File: config.mk
export PLATFORM = sky130hd
export DESIGN_NAME = i2s_encoder
export DESIGN_NICKNAME = d
export VERILOG_FILES = /design/src/rtl/i2s_encoder_pkg.sv /design/src/rtl/i2s_sck_gen.sv /design/src/rtl/i2s_encoder.sv
export SDC_FILE = /design/constraint.sdc
export NUM_CORES = 1
export LEC_CHECK = 0
export ABC_AREA = 1
export ABC_CLOCK_PERIOD_IN_PS = 1900
export BUFFER_PORTS_ARGS = -buffer_cell sky130_fd_sc_hd__buf_2
export CORE_MARGIN = 2
export CORE_UTILIZATION = 33
export CTS_BUF_LIST = sky130_fd_sc_hd__clkbuf_4 sky130_fd_sc_hd__clkbuf_8
export DETAILED_ROUTE_END_ITERATION = 16
export GPL_TIMING_DRIVEN = 0
export REMOVE_ABC_BUFFERS = 1
export SLEW_MARGIN = 20
export SYNTH_ARGS = -nofsm -noshare
export SYNTH_HDL_FRONTEND = slang
export SYNTH_SLANG_ARGS = --single-unit
export TNS_END_PERCENT = 5
File: constraint.sdc
create_clock -name clk -period 1.9 [get_ports clk]
set_input_delay 0.38 -clock clk [delete_from_list [all_inputs] [get_ports clk]]
set_output_delay 0.38 -clock clk [all_outputs]
set_load 0.01 [all_outputs]
File: src/rtl/i2s_encoder_pkg.sv
// Audio-link definitions shared by the serial encoder and the sync-word receiver.
// Frame is MSB first: sync byte, then left sample, then right sample.
package i2s_encoder_pkg;

    localparam int FRAME_BITS  = 40;
    localparam int SYNC_BITS   = 8;
    localparam int SAMPLE_BITS = 16;
    localparam logic [SYNC_BITS-1:0] SYNC_WORD = 8'hAA;

    localparam int SYNC_MSB  = FRAME_BITS - 1;
    localparam int LEFT_MSB  = SYNC_MSB - SYNC_BITS;
    localparam int RIGHT_MSB = LEFT_MSB - SAMPLE_BITS;

    localparam int BIT_IDX_W = $clog2(FRAME_BITS);

    typedef struct packed {
        logic [SAMPLE_BITS-1:0] left;
        logic [SAMPLE_BITS-1:0] right;
    } sample_t;

    typedef enum logic {
        ST_PREAMBLE,
        ST_STREAM
    } state_t;

    function automatic logic [FRAME_BITS-1:0] build_frame(
        input logic [SYNC_BITS-1:0] sync,
        input sample_t              smp
    );
        logic [FRAME_BITS-1:0] f;
        f = '0;
        f[SYNC_MSB  -: SYNC_BITS]   = sync;
        f[LEFT_MSB  -: SAMPLE_BITS] = smp.left;
        f[RIGHT_MSB -: SAMPLE_BITS] = smp.right;
        return f;
    endfunction

endpackage

File: src/rtl/i2s_sck_gen.sv
// Bit-clock divider: sck toggles every CLKDIV_HALF clk cycles, first edge is a fall.
// fall_tick/rise_tick are high in the cycle whose closing clk edge moves sck.
module i2s_sck_gen #(
    parameter int CLKDIV_HALF = 4
) (
    input  logic clk,
    input  logic rst,
    output logic sck,
    output logic fall_tick,
    output logic rise_tick
);

    localparam int CW = $clog2(CLKDIV_HALF);
    localparam logic [CW-1:0] TERM = CW'(CLKDIV_HALF - 1);

    logic [CW-1:0] cnt;
    logic          term;

    assign term      = (cnt == TERM);
    assign fall_tick = term & sck;
    assign rise_tick = term & ~sck;

    always_ff @(posedge clk) begin
        if (rst) begin
            cnt <= '0;
            sck <= 1'b1;
        end else if (term) begin
            cnt <= '0;
            sck <= ~sck;
        end else begin
            cnt <= cnt + 1'b1;
        end
    end

endmodule

File: src/rtl/i2s_encoder.sv
// Serial audio transmitter: 40-bit frames {sync, left, right} back-to-back after a zero preamble.
// One-entry sample buffer with valid/ready; an empty buffer at frame load bypasses or repeats.
module i2s_encoder
    import i2s_encoder_pkg::*;
#(
    parameter int                   CLKDIV_HALF = 4,
    parameter logic [SYNC_BITS-1:0] SYNC_WORD   = i2s_encoder_pkg::SYNC_WORD
) (
    input  logic                   clk,
    input  logic                   rst,
    input  logic [SAMPLE_BITS-1:0] left_in,
    input  logic [SAMPLE_BITS-1:0] right_in,
    input  logic                   in_valid,
    output logic                   in_ready,
    output logic                   sck,
    output logic                   sd,
    output logic                   frame_start,
    output logic                   underrun
);

    logic                  fall_tick;
    logic                  rise_tick;
    state_t                state;
    state_t                state_nxt;
    logic [BIT_IDX_W-1:0]  bit_idx;
    logic                  last_bit;
    logic                  load;
    logic [FRAME_BITS-2:0] shreg;
    logic                  full;
    logic                  accept;
    sample_t               hold;
    sample_t               last;
    sample_t               load_smp;
    logic [FRAME_BITS-1:0] frame;

    i2s_sck_gen #(
        .CLKDIV_HALF (CLKDIV_HALF)
    ) u_sck_gen (
        .clk       (clk),
        .rst       (rst),
        .sck       (sck),
        .fall_tick (fall_tick),
        .rise_tick (rise_tick)
    );

    // The shift logic relies on the two strobes being mutually exclusive.
    assert property (@(posedge clk) disable iff (rst) !(fall_tick && rise_tick));

    assign in_ready = ~full;
    assign accept   = in_valid & ~full;
    assign last_bit = (bit_idx == BIT_IDX_W'(FRAME_BITS - 1));

    // Buffered sample wins; otherwise the live input is bypassed; otherwise repeat.
    assign load_smp = full     ? hold :
                      in_valid ? '{left: left_in, right: right_in} :
                                 last;
    assign frame    = build_frame(SYNC_WORD, load_smp);

    always_comb begin
        state_nxt = state;
        load      = 1'b0;
        if (fall_tick) begin
            case (state)
                ST_PREAMBLE: if (last_bit) state_nxt = ST_STREAM;
                ST_STREAM:   load = (bit_idx == '0);
                default:     state_nxt = ST_PREAMBLE;
            endcase
        end
    end

    always_ff @(posedge clk) begin
        if (rst) begin
            state <= ST_PREAMBLE;
        end else begin
            state <= state_nxt;
        end
    end

    always_ff @(posedge clk) begin
        if (rst) begin
            bit_idx     <= '0;
            shreg       <= '0;
            sd          <= 1'b0;
            frame_start <= 1'b0;
            underrun    <= 1'b0;
            full        <= 1'b0;
            hold        <= '0;
            last        <= '0;
        end else begin
            frame_start <= load;
            underrun    <= load & ~full & ~in_valid;

            // During the preamble bit_idx counts the 40 flush periods; sd stays 0.
            if (fall_tick) begin
                bit_idx <= last_bit ? '0 : bit_idx + 1'b1;
                if (load) begin
                    sd    <= frame[FRAME_BITS-1];
                    shreg <= frame[FRAME_BITS-2:0];
                    last  <= load_smp;
                end else if (state == ST_STREAM) begin
                    sd    <= shreg[FRAME_BITS-2];
                    shreg <= {shreg[FRAME_BITS-3:0], 1'b0};
                end
            end

            if (load) begin
                full <= 1'b0;
            end else if (accept) begin
                full <= 1'b1;
                hold <= '{left: left_in, right: right_in};
            end
        end
    end

endmodule

# After elaboration in Yosys (flattened, before gate mapping)
# Index checks and enable logic that the tools add are counted.
classes:
  addsub: 2
  n_eq_ne: 2
  n_mux: 11
  bitwise_logic: 8
  n_reduce_logical: 7
op_table:
  columns: ["operator", "count"]
  rows:
  - ["$mux 39", 2]
  - ["$mux 32", 2]
  - ["$add 6x1->6 const B", 1]
  - ["$eq 6x6->1 const B", 1]
  - ["$logic_not 6->1", 1]
  - ["$mux 1", 6]
  - ["$mux 6", 1]
  - ["$reduce_and 2->1", 3]
  - ["$and 1x1->1", 4]
  - ["$not 1->1", 4]
  - ["$reduce_or 2->1", 2]
  - ["$add 2x1->2 const B", 1]
  - ["$eq 2x2->1 const B", 1]
  - ["$reduce_bool 2->1", 1]
word_totals:
  register_bits: 117
  in_bits: 35
  output_inout_bits: 5

# Longest topological paths before layout
# Gate-level depths: netlist (run 1).
logic_depth:
  depth_word: 5
  mapped_depth: 11
  mapped_depth_nobuf: 9

# Hierarchy
# From an unflattened synthesis (run 1), not the netlist that was laid out.
unflattened:
  cells_unflattened: 714
  area_unflattened_um2: 5041.1
modules_own_cells:
  columns: ["mod", "n_inst", "cells_per_inst", "area_per_inst_um2", "seq_area_each_um2"]
  rows:
  - ["i2s_encoder", 1, 699, 4921.0, 2282.2]
  - ["i2s_sck_gen", 1, 15, 120.1, 60.1]

# Worst setup path before layout (run 1)
# No wires, ideal clock.
synth_path:
  path_kind: "reg-to-reg"
  from: "register u_sck_gen.cnt[0]"
  to: "register hold[22] (netlist bit)"
  setup_time_ns: 0.115
  arrival_ns: 1.396
  required_time_ns: 1.785
  path_slack_ns: 0.389
  stages_incl_launch_ff: 11
  path_buffers: 2
  period_less_slack_ns: 1.511
  cell_sequence: "dfxtp_1 > ha_1 > nand2_2 > inv_2 > nand2_2 > nor2_2 > nand2_2 > buf_6 > buf_2 > a21oi_1 > nor2_1"
synth_between:
  elab_chain_cells: 5
synth_lines:
  columns: ["element", "line_no", "source"]
  rows:
  - ["start: declaration", "i2s_sck_gen.sv:16", "logic [CW-1:0] cnt;"]
  - ["start signal: assignment", "i2s_sck_gen.sv:31", "cnt <= cnt + 1'b1;"]
  - ["$eq 2x2->1", "i2s_sck_gen.sv:19", "assign term = (cnt == TERM);"]
  - ["$and 1x1->1", "i2s_sck_gen.sv:20", "assign fall_tick = term & sck;"]
  - ["$mux 1", "i2s_encoder.sv:62", "if (fall_tick) begin"]
  - ["$not 1->1 (no line)", null, null]
  - ["$reduce_and 2->1 (no line)", null, null]
  - ["end signal: assignment", "i2s_encoder.sv:110", "hold <= '{left: left_in, right: right_in};"]
  - ["end: declaration", "i2s_encoder.sv:31", "sample_t hold;"]
# No other way between the ends.
# A chain may end at the register's enable or synchronous reset.

# Final worst setup path (run 1)
layout_path:
  from: "register u_sck_gen.cnt[0]"
  to: "register hold[18] (netlist bit)"
# Same word-level chain as after synthesis.

==> results of run 1 <==
kinds of logic after synthesis:
logic type               after synthesis  share of synthesized area, %
AND/OR/NAND/NOR                      392                          32.2
AO/OA/AOI/OAI                        150                          14.2
flip-flops                           117                          44.1
buffers and inverters                106                          8.66
adder cells (fa/ha/maj)                3                         0.706
XOR/XNOR                               1                         0.165
metal layers:
| metal | share of wire, % | vias to the layer above |
|---|---|---|
| met5 | 0 | - |
| met1 | 46 | 2383 |
| li1 | - | 2596 |
| met2 | 46 | 145 |
| met4 | 2.7 | 0 |
| met3 | 5.6 | 30 |
tightest hold or removal path, delay by kind of cell:
| kind | cells | cell delay [ns] |
|---|---|---|
| simple gates | 3 | 0.18 |
| buf+inv | 2 | 0.12 |
layout make-up:
type                    count  area (sq um)
clock buffers              23           310
clock inverters             9           170
fillers                  1640          9340
inverters                  45           184
multi-input cells         555          2780
flip-flops and latches    117          2350
well taps                 216           270
repair buffers             53           413
repair inverters            2          15.0
cells in the final DEF, fill, tap and decap left out, types with 2 or more instances in the layout:
cell type | netlist | final
sky130_fd_sc_hd__a21oi_1 | 107 | 95
sky130_fd_sc_hd__a21oi_2 | 0 | 12
sky130_fd_sc_hd__a31oi_1 | 4 | 4
sky130_fd_sc_hd__buf_12 | 0 | 4
sky130_fd_sc_hd__buf_16 | 0 | 3
sky130_fd_sc_hd__buf_2 | 26 | 38
sky130_fd_sc_hd__buf_4 | 2 | 8
sky130_fd_sc_hd__bufinv_16 | 0 | 5
sky130_fd_sc_hd__clkbuf_8 | 0 | 22
sky130_fd_sc_hd__clkinv_2 | 0 | 4
sky130_fd_sc_hd__clkinvlp_4 | 0 | 4
sky130_fd_sc_hd__dfxtp_1 | 117 | 115
sky130_fd_sc_hd__ha_1 | 3 | 2
sky130_fd_sc_hd__inv_1 | 43 | 41
sky130_fd_sc_hd__nand2_1 | 194 | 193
sky130_fd_sc_hd__nand2_4 | 0 | 4
sky130_fd_sc_hd__nand2_8 | 0 | 6
sky130_fd_sc_hd__nand3_1 | 144 | 143
sky130_fd_sc_hd__nor2_1 | 38 | 38
sky130_fd_sc_hd__nor2_4 | 3 | 8
sky130_fd_sc_hd__nor3_1 | 4 | 4
sky130_fd_sc_hd__o21ai_0 | 39 | 39
stage by stage:
step	cell area, sq um	worst slack (ns)
final	6490	0.0709
after global routing	6490	-0.00536
after CTS	6360	-0.0345
after detailed placement	5640	-0.940
after global placement	5490	-2.11
after floorplan	5020	-0.920
timing repair:
item,in CTS,in global routing
endpoints found under the setup margin,108,104
pin swaps,6,3
setup buffers,6,3
endpoints found under the hold margin,0,0
gates resized for setup,20,17
cloned,9,2
where the power goes:
group          switching [uW]  internal [uW]
registers                51.3           2520
clock network             997           1740
logic                     341            202
sequential cells by signal, summed over array words and instances, names as in the netlist:
signal and count:
shreg 39, hold 32, last 32, bit_idx 6, u_sck_gen.cnt 2, frame_start 1
full 1, sd 1, state 1, u_sck_gen.sck 1, underrun 1
path summary, 6_finish.rpt:
kind,start,end,slack [ns]
worst max-delay path,u_sck_gen.cnt[0]$_SDFF_PP0_,hold[18]$_SDFFE_PP0P_,0.07
worst min-delay path,right_in[10],hold[10]$_SDFFE_PP0P_,0.27
worst min register to register,u_sck_gen.cnt[0]$_SDFF_PP0_,u_sck_gen.cnt[0]$_SDFF_PP0_,0.44
worst max register to register,u_sck_gen.cnt[0]$_SDFF_PP0_,hold[18]$_SDFFE_PP0P_,0.07
==> results.md, run 1 <==
Routing:
- The violation count after the first detailed-routing iteration is 353.
- In the final routed layout, each cell accounts on average for 15.1 um.
- The number of nets still failing antenna checks after routing is 0.
- Summed over all layers, the routed wires come to 15.4 mm.
- In the routed layout, each cell is associated on average with a via count of 5.05.
- The via count is 5154.
- After detailed routing, the number of remaining DRC violations is 0.
- The number of iterations in the first detailed-routing pass is 5.

Min path:
- The worst hold-check path type is in -> reg.
- Along the worst hold path, the cell count comes to 5.

Synth:
- The gate count after technology mapping is 769.
- The most numerous cell in the Yosys netlist is sky130_fd_sc_hd__nand2_1.
- The proportion of synthesized chip area in sequential cells is approximately 44%.
- The number of library cell types mapped by synthesis is 23.
- The commonest cells after synthesis are sky130_fd_sc_hd__nand2_1, sky130_fd_sc_hd__nand3_1, sky130_fd_sc_hd__dfxtp_1.
- The cell accounting for the most synthesized area is sky130_fd_sc_hd__dfxtp_1.
- For this run, the number of Yosys warnings is 0.
- After synthesis the cells add up to around 5300 sq um.
- The per-instance average area after synthesis is ~6.9 sq um.
- The commonest register cell after synthesis is sky130_fd_sc_hd__dfxtp_1.
- The register bit count reported by yosys is 117.
- After synthesis, the share of flip-flops with an asynchronous set or reset is 0%.
- The area share of the largest cell type after synthesis is ~44%.
- The number of enable flip-flop cells after synthesis is 0.
- Yosys attributes the largest share of cell area to sky130_fd_sc_hd__dfxtp_1, sky130_fd_sc_hd__nand2_1, sky130_fd_sc_hd__nand3_1.

Timing:
- Setup repair after global routing could not meet its margin everywhere.
- The count of final hold-check violations is 0.
- In the final timing run, aggregate negative setup slack is 0 ns.
- The clock period minus worst slack is 1.83 ns.
- The final critical-path share of the clock period is 96.3%.
- The headroom to the max-slew limit is 55.6%.
- The minimum hold slack is 0.265 ns.
- The number of max-slew violations in the final report is 0.
- The number of setup violations in the final report is 0.
- The pin slew with the least headroom to its limit is ~0.67 ns.
- Across the routed clock network, the largest skew measured is 0.0118 ns.
- Based on the critical path, the design can be clocked at up to 0.547 GHz.

Critical path:
- The arrival time reported for the critical path endpoint is between 2 and 2.5 ns.
- On the critical path, the stage with the largest delay is an instance of sky130_fd_sc_hd__dfxtp_2.
- Counting buffers and inverters, the worst setup path is 10 cells deep.
- The maximum cell stage delay along the critical path is 0.35 ns.
- The startpoint type of the worst setup path is a flip-flop.
- STA classifies the critical path endpoint as a flip-flop.
- The maximum fanout along the worst path is 16.
- The number of buffer and inverter stages on the critical path is 3.
- Counting cells, the worst reg-to-reg path comes to 10.
- The critical path is of the reg -> reg type.
- The family with the most delay on the worst path is simple AND/OR/NAND/NOR gates.
- Traced cell by cell, the critical path runs through ha_4 > nand2_4 > inv_6 > nand2_8 > nor2_4 > buf_12 > buf_12 > nand2_8 > a21oi_1 > nor2_1.
- Data on the critical path is required at its endpoint by 2.23 ns.

Clocking:
- The clock tree from TritonCTS is built.
- The number of buffers between clock root and the deepest sink is 2.
- The later pin in the worst-skew pair is clocked with a latency of 0.44 ns.
- The H-tree generated during clock tree synthesis spans 4 levels.
- The clock drives 117 sinks.
- In this run, CTS created clock tree buffers numbering 17.
- The register clock-pin slew on the reported worst setup and hold paths is 0.07 ns.
- The tree is rooted in a sky130_fd_sc_hd__clkbuf_8.
- The hold buffer count at CTS is 0.

Die:
- The placeable core region is 15800 sq um.
- The I/O pin total is 40.
- The overall die height is 131 um.
- The number of placement rows is 46.
- The die covers 17100 sq um.
- The initial cell density of the core is 33.6%.
- The die outline width is 131 um.

Layout:
- The layout overhead on the synthesized area is 22.1%.
- The number of diodes added for antenna fixing is 0.
- For this run, the share of the core covered by cells in the final layout is 41.0%.
- In the final layout, the share of cells above drive strength 1 is between 10% and 20%.
- In the final design database the tool counted 829 nets.
- The filler-free cell count of the finished design is 1020.

Global route:
- Entering global routing, the biggest net connects 65 pins.
- The initial antenna violation count is 0.
- For this run the aggregate overflow at the end of global routing stands at 0.
- The combined global-route utilization of all metal layers is 18.4%.
- The global routing stage identified its most utilized layer as met2.
- For met1 alone, demand over resource in global routing was around a quarter.
- The number of global-route vias before repair came to ~4600.
- Global routing used 29.9% of the available met2 tracks.
- The first global-routing pass estimated ~24 mm of wire.
- In the global route stage, met3 resource usage came out at 4.03%.

Run status:
- The flow ran to the end, and the final reports show no timing, DRC or antenna violations.

Pwr:
- The total power of the final layout is 5850 uW.
- The power density over cell area is approximately 900 nW/um^2.
- For this design the static power due to leakage is 0.00277 uW.
- The maximum vdd ir drop is 0.472 mV.

Placed design:
- The total half-perimeter wirelength after legalization and detailed placement is 7.09 mm.
- The global placer's final weighted congestion is 0.731.
- The number of placed instances, taps included, is 968.
- The number of buffer cells added on primary ports is 39.

Run:
- Across the run, the number of max-cap violations was 0.
No activity file was read; power rests on OpenSTA's default activity.
==> inputs of run 2 (changes only) <==
--- a/config.mk
+++ b/config.mk
@@ -11,11 +11,14 @@
 export CORE_MARGIN = 2
 export CORE_UTILIZATION = 33
 export CTS_BUF_LIST = sky130_fd_sc_hd__clkbuf_4 sky130_fd_sc_hd__clkbuf_8
+export CTS_CLUSTER_SIZE = 8
 export DETAILED_ROUTE_END_ITERATION = 16
+export GPL_ROUTABILITY_DRIVEN = 1
 export GPL_TIMING_DRIVEN = 0
 export REMOVE_ABC_BUFFERS = 1
 export SLEW_MARGIN = 20
 export SYNTH_ARGS = -nofsm -noshare
 export SYNTH_HDL_FRONTEND = slang
+export SYNTH_HIERARCHICAL = 1
 export SYNTH_SLANG_ARGS = --single-unit
 export TNS_END_PERCENT = 5
==> run 2 against run 1 <==
Area after synthesis shrank 5.2%. Maximum frequency shrank 3.0%. Combinational power shrank 25%. Clock skew grew 0.0026 ns. Worst setup slack lost 0.056 ns. Global-route usage shrank 2.1 points. Via count shrank 12%. First-iteration DRC count shrank 16%. Critical endpoint is now hold[28]$_SDFFE_PP0P_. Highest routed layer unchanged.
==> results.md, run 2 <==
Critical path:
- The worst endpoint required time is 2.24 ns.
- Across all register-to-register paths, the minimum setup slack is 0.02 ns.
- The type of element capturing the critical path is a flip-flop.
- The endpoint of the most critical register-to-register path is hold[28]$_SDFFE_PP0P_.
- Data arrives at the worst endpoint at 2.22 ns.
- The maximum fanout along the worst path is 36.
- The worst setup path category is reg -> reg.
- The worst register-to-register path begins at full$_SDFFE_PP0P_.
- STA classifies the critical path startpoint as a flip-flop.
- The length in cells of the worst reg-to-reg path is 5.

Layout:
- At the end of the flow, the number of nets in the layout was ~800.
- The register with the most flip-flops in the layout has 39 of them.
- In the layout the commonest cells are sky130_fd_sc_hd__nor2_1, sky130_fd_sc_hd__nand2_1, sky130_fd_sc_hd__dfxtp_1.
- The proportion of layout cells with a drive suffix above 1 is 17.3%.
- The number of diodes added for antenna fixing is 0.
- The register with the highest flop count is shreg.
- The most frequent standard cell in the layout excluding fill and tap cells is sky130_fd_sc_hd__nor2_1.
- The final cell utilization of the core is 40.1%.
- The largest registers in the layout are shreg x39, hold x32, last x32.
- From synthesis to final layout, the design area changed by 19.6%.

Die:
- The floorplan step defined a core boundary enclosing 15000 sq um.
- Measured along the x axis, the die boundary spans 128 um.
- The overall die height is 128 um.
- The I/O pin total is 40.
- The number of placement rows is 45.
- The initial cell density of the core is 33.5%.
- The overall die area is about 16000 sq um.

Timing:
- The number of max-slew violations in the final report is 0.
- The count of final hold-check violations is 0.
- Of the available clock period, the critical path in the final layout requires 99.2%.
- Setup repair after global routing could not meet its margin everywhere.
- The upper clock frequency limit is 0.531 GHz.
- Setup total negative slack on the finished layout was measured at 0 ns.
- The final setup skew is 0.0144 ns.
- Measured against its own limit, the worst slew margin works out to 49.8%.
- The pin slew with the least headroom to its limit is 0.753 ns.
- The clock period minus worst slack is 1.88 ns.
- The number of setup violations in the final report is 0.

Clocking:
- After clock tree synthesis, the clock-pin slew on the worst setup and hold paths is 0.07 ns.
- Counting along the longest clock path gives a buffer depth of 2.
- TritonCTS built the clock tree.
- Clock latency on the worst-skew pair, taken at its later pin, is ~0.44 ns.
- Counting the buffers created by CTS gives 17.
- The root buffer cell is sky130_fd_sc_hd__clkbuf_8.
- The clock tree synthesis step divided the H-tree into 4 levels.
- For this design, the sink count on the clock tree is 117.

Pwr:
- In this run the static leakage power is 0.00255 uW.
- The maximum vdd ir drop is 0.411 mV.
- For this design the ratio of total power to cell area is 921 nW/um^2.

Synth:
- The synthesized area is 5040 sq um.
- The cell count after synthesis came out at about 700.
- The synthesis warning total is 6.
- The per-instance average area after synthesis is 7.06 sq um.

Routing:
- Wires add up to 12.9 mm.
- The via count is 4519.
- The per-cell routed wire length is about 13 um.
- The via-per-instance ratio is 4.72.
- The residual DRC count is 0.
- The number of iterations in the first detailed-routing pass is 5.
- For this block, the initial DRC count from the detailed router was 298.
- The number of nets still failing antenna checks after routing is 0.

Global route:
- The first global-routing pass estimated approximately 21 mm of wire.
- The global-route congestion overflow total is 0.
- For this run, the total global-route usage over all layers was measured as 16.3%.
- The initial antenna violation count is 0.
- The pin count of the biggest net entering global routing is 80.
- The number of global-route vias before repair is 4127.

Min path:
- The capture endpoint of the worst hold path is hold[21]$_SDFFE_PP0P_.
- In this run the worst hold path is classified as in -> reg.
- The worst hold path begins at left_in[5].
- The hold path depth is 3.

Run:
- The max-cap violation count is 0.

Placed design:
- The total half-perimeter wirelength after legalization and detailed placement is 6.64 mm.
- The number of buffer cells added on primary ports is 39.
- The global placer's final weighted congestion is 0.743.

Run status:
- The flow ran to the end, and the final reports show no timing, DRC or antenna violations.
[run 2: timing repair]
item / CTS / global route
endpoints found under the setup margin: 108 / 83
gates resized for setup: 22 / 6
setup buffers: 5 / 13
cloned: 5 / 2
hold buffers: 0 / 0
pin swaps: 5 / 4
[run 2: worst max path at each step]
stage | start | end
floorplan | u_sck_gen/cnt[0]$_SDFF_PP0_ | last[0]$_SDFFE_PP0P_
global placement | u_sck_gen/cnt[0]$_SDFF_PP0_ | last[0]$_SDFFE_PP0P_
detailed placement | u_sck_gen/cnt[0]$_SDFF_PP0_ | last[0]$_SDFFE_PP0P_
CTS | u_sck_gen/cnt[0]$_SDFF_PP0_ | last[5]$_SDFFE_PP0P_
global route | bit_idx[0]$_SDFFE_PP0P_ | hold[27]$_SDFFE_PP0P_
finish | full$_SDFFE_PP0P_ | hold[28]$_SDFFE_PP0P_
[run 2: power by group]
part | internal [uW] | total, uW | switching [uW] | leakage [uW]
sequential | 2520 | 2570 | 54.0 | 0.000952
combinational | 145 | 408 | 263 | 0.00138
clock | 1510 | 2570 | 1060 | 0.000214
[run 2: critical path, cell delays in order (launching register included)]
cell                      delay (ns)
sky130_fd_sc_hd__dfxtp_4        0.50
sky130_fd_sc_hd__nor2_4         0.60
sky130_fd_sc_hd__nand2_8        0.26
sky130_fd_sc_hd__buf_12         0.21
sky130_fd_sc_hd__o21ai_0        0.16
sky130_fd_sc_hd__nor2_1         0.05
[run 2: per-stage QoR]
stage          hold WS [ns]  total power, uW  instance area (sq um)  instances  setup slack [ns]
5_1_grt               0.201             5760                   6030        958           -0.0930
3_5_place_dp          0.416             2980                   5260        901             -1.53
3_3_place_gp          0.410             2980                   5200        899             -2.47
2_1_floorplan         0.396             2840                   4770        672             -1.10
6_report              0.189             5550                   6030        958            0.0150
4_1_cts               0.174             5570                   5870        943            0.0132
[run 2: per-layer routing]
layer | track usage (%) | up-vias | share of wire [%]
met4 | 6.66 | 0 | 1.2
met1 | 21.3 | 2060 | 50
met5 | 0 | - | 0
li1 | - | 2356 | -
met2 | 25.8 | 90 | 44
met3 | 3.85 | 13 | 4.7
[run 2: cell type report]
class	count	area (sq um)
clock inverters	12	178
clock buffers	20	269
flip-flops and latches	117	2350
fillers	1541	9010
inverters	39	184
multi-input cells	521	2400
repair inverters	2	17.5
repair buffers	59	398
well taps	188	235
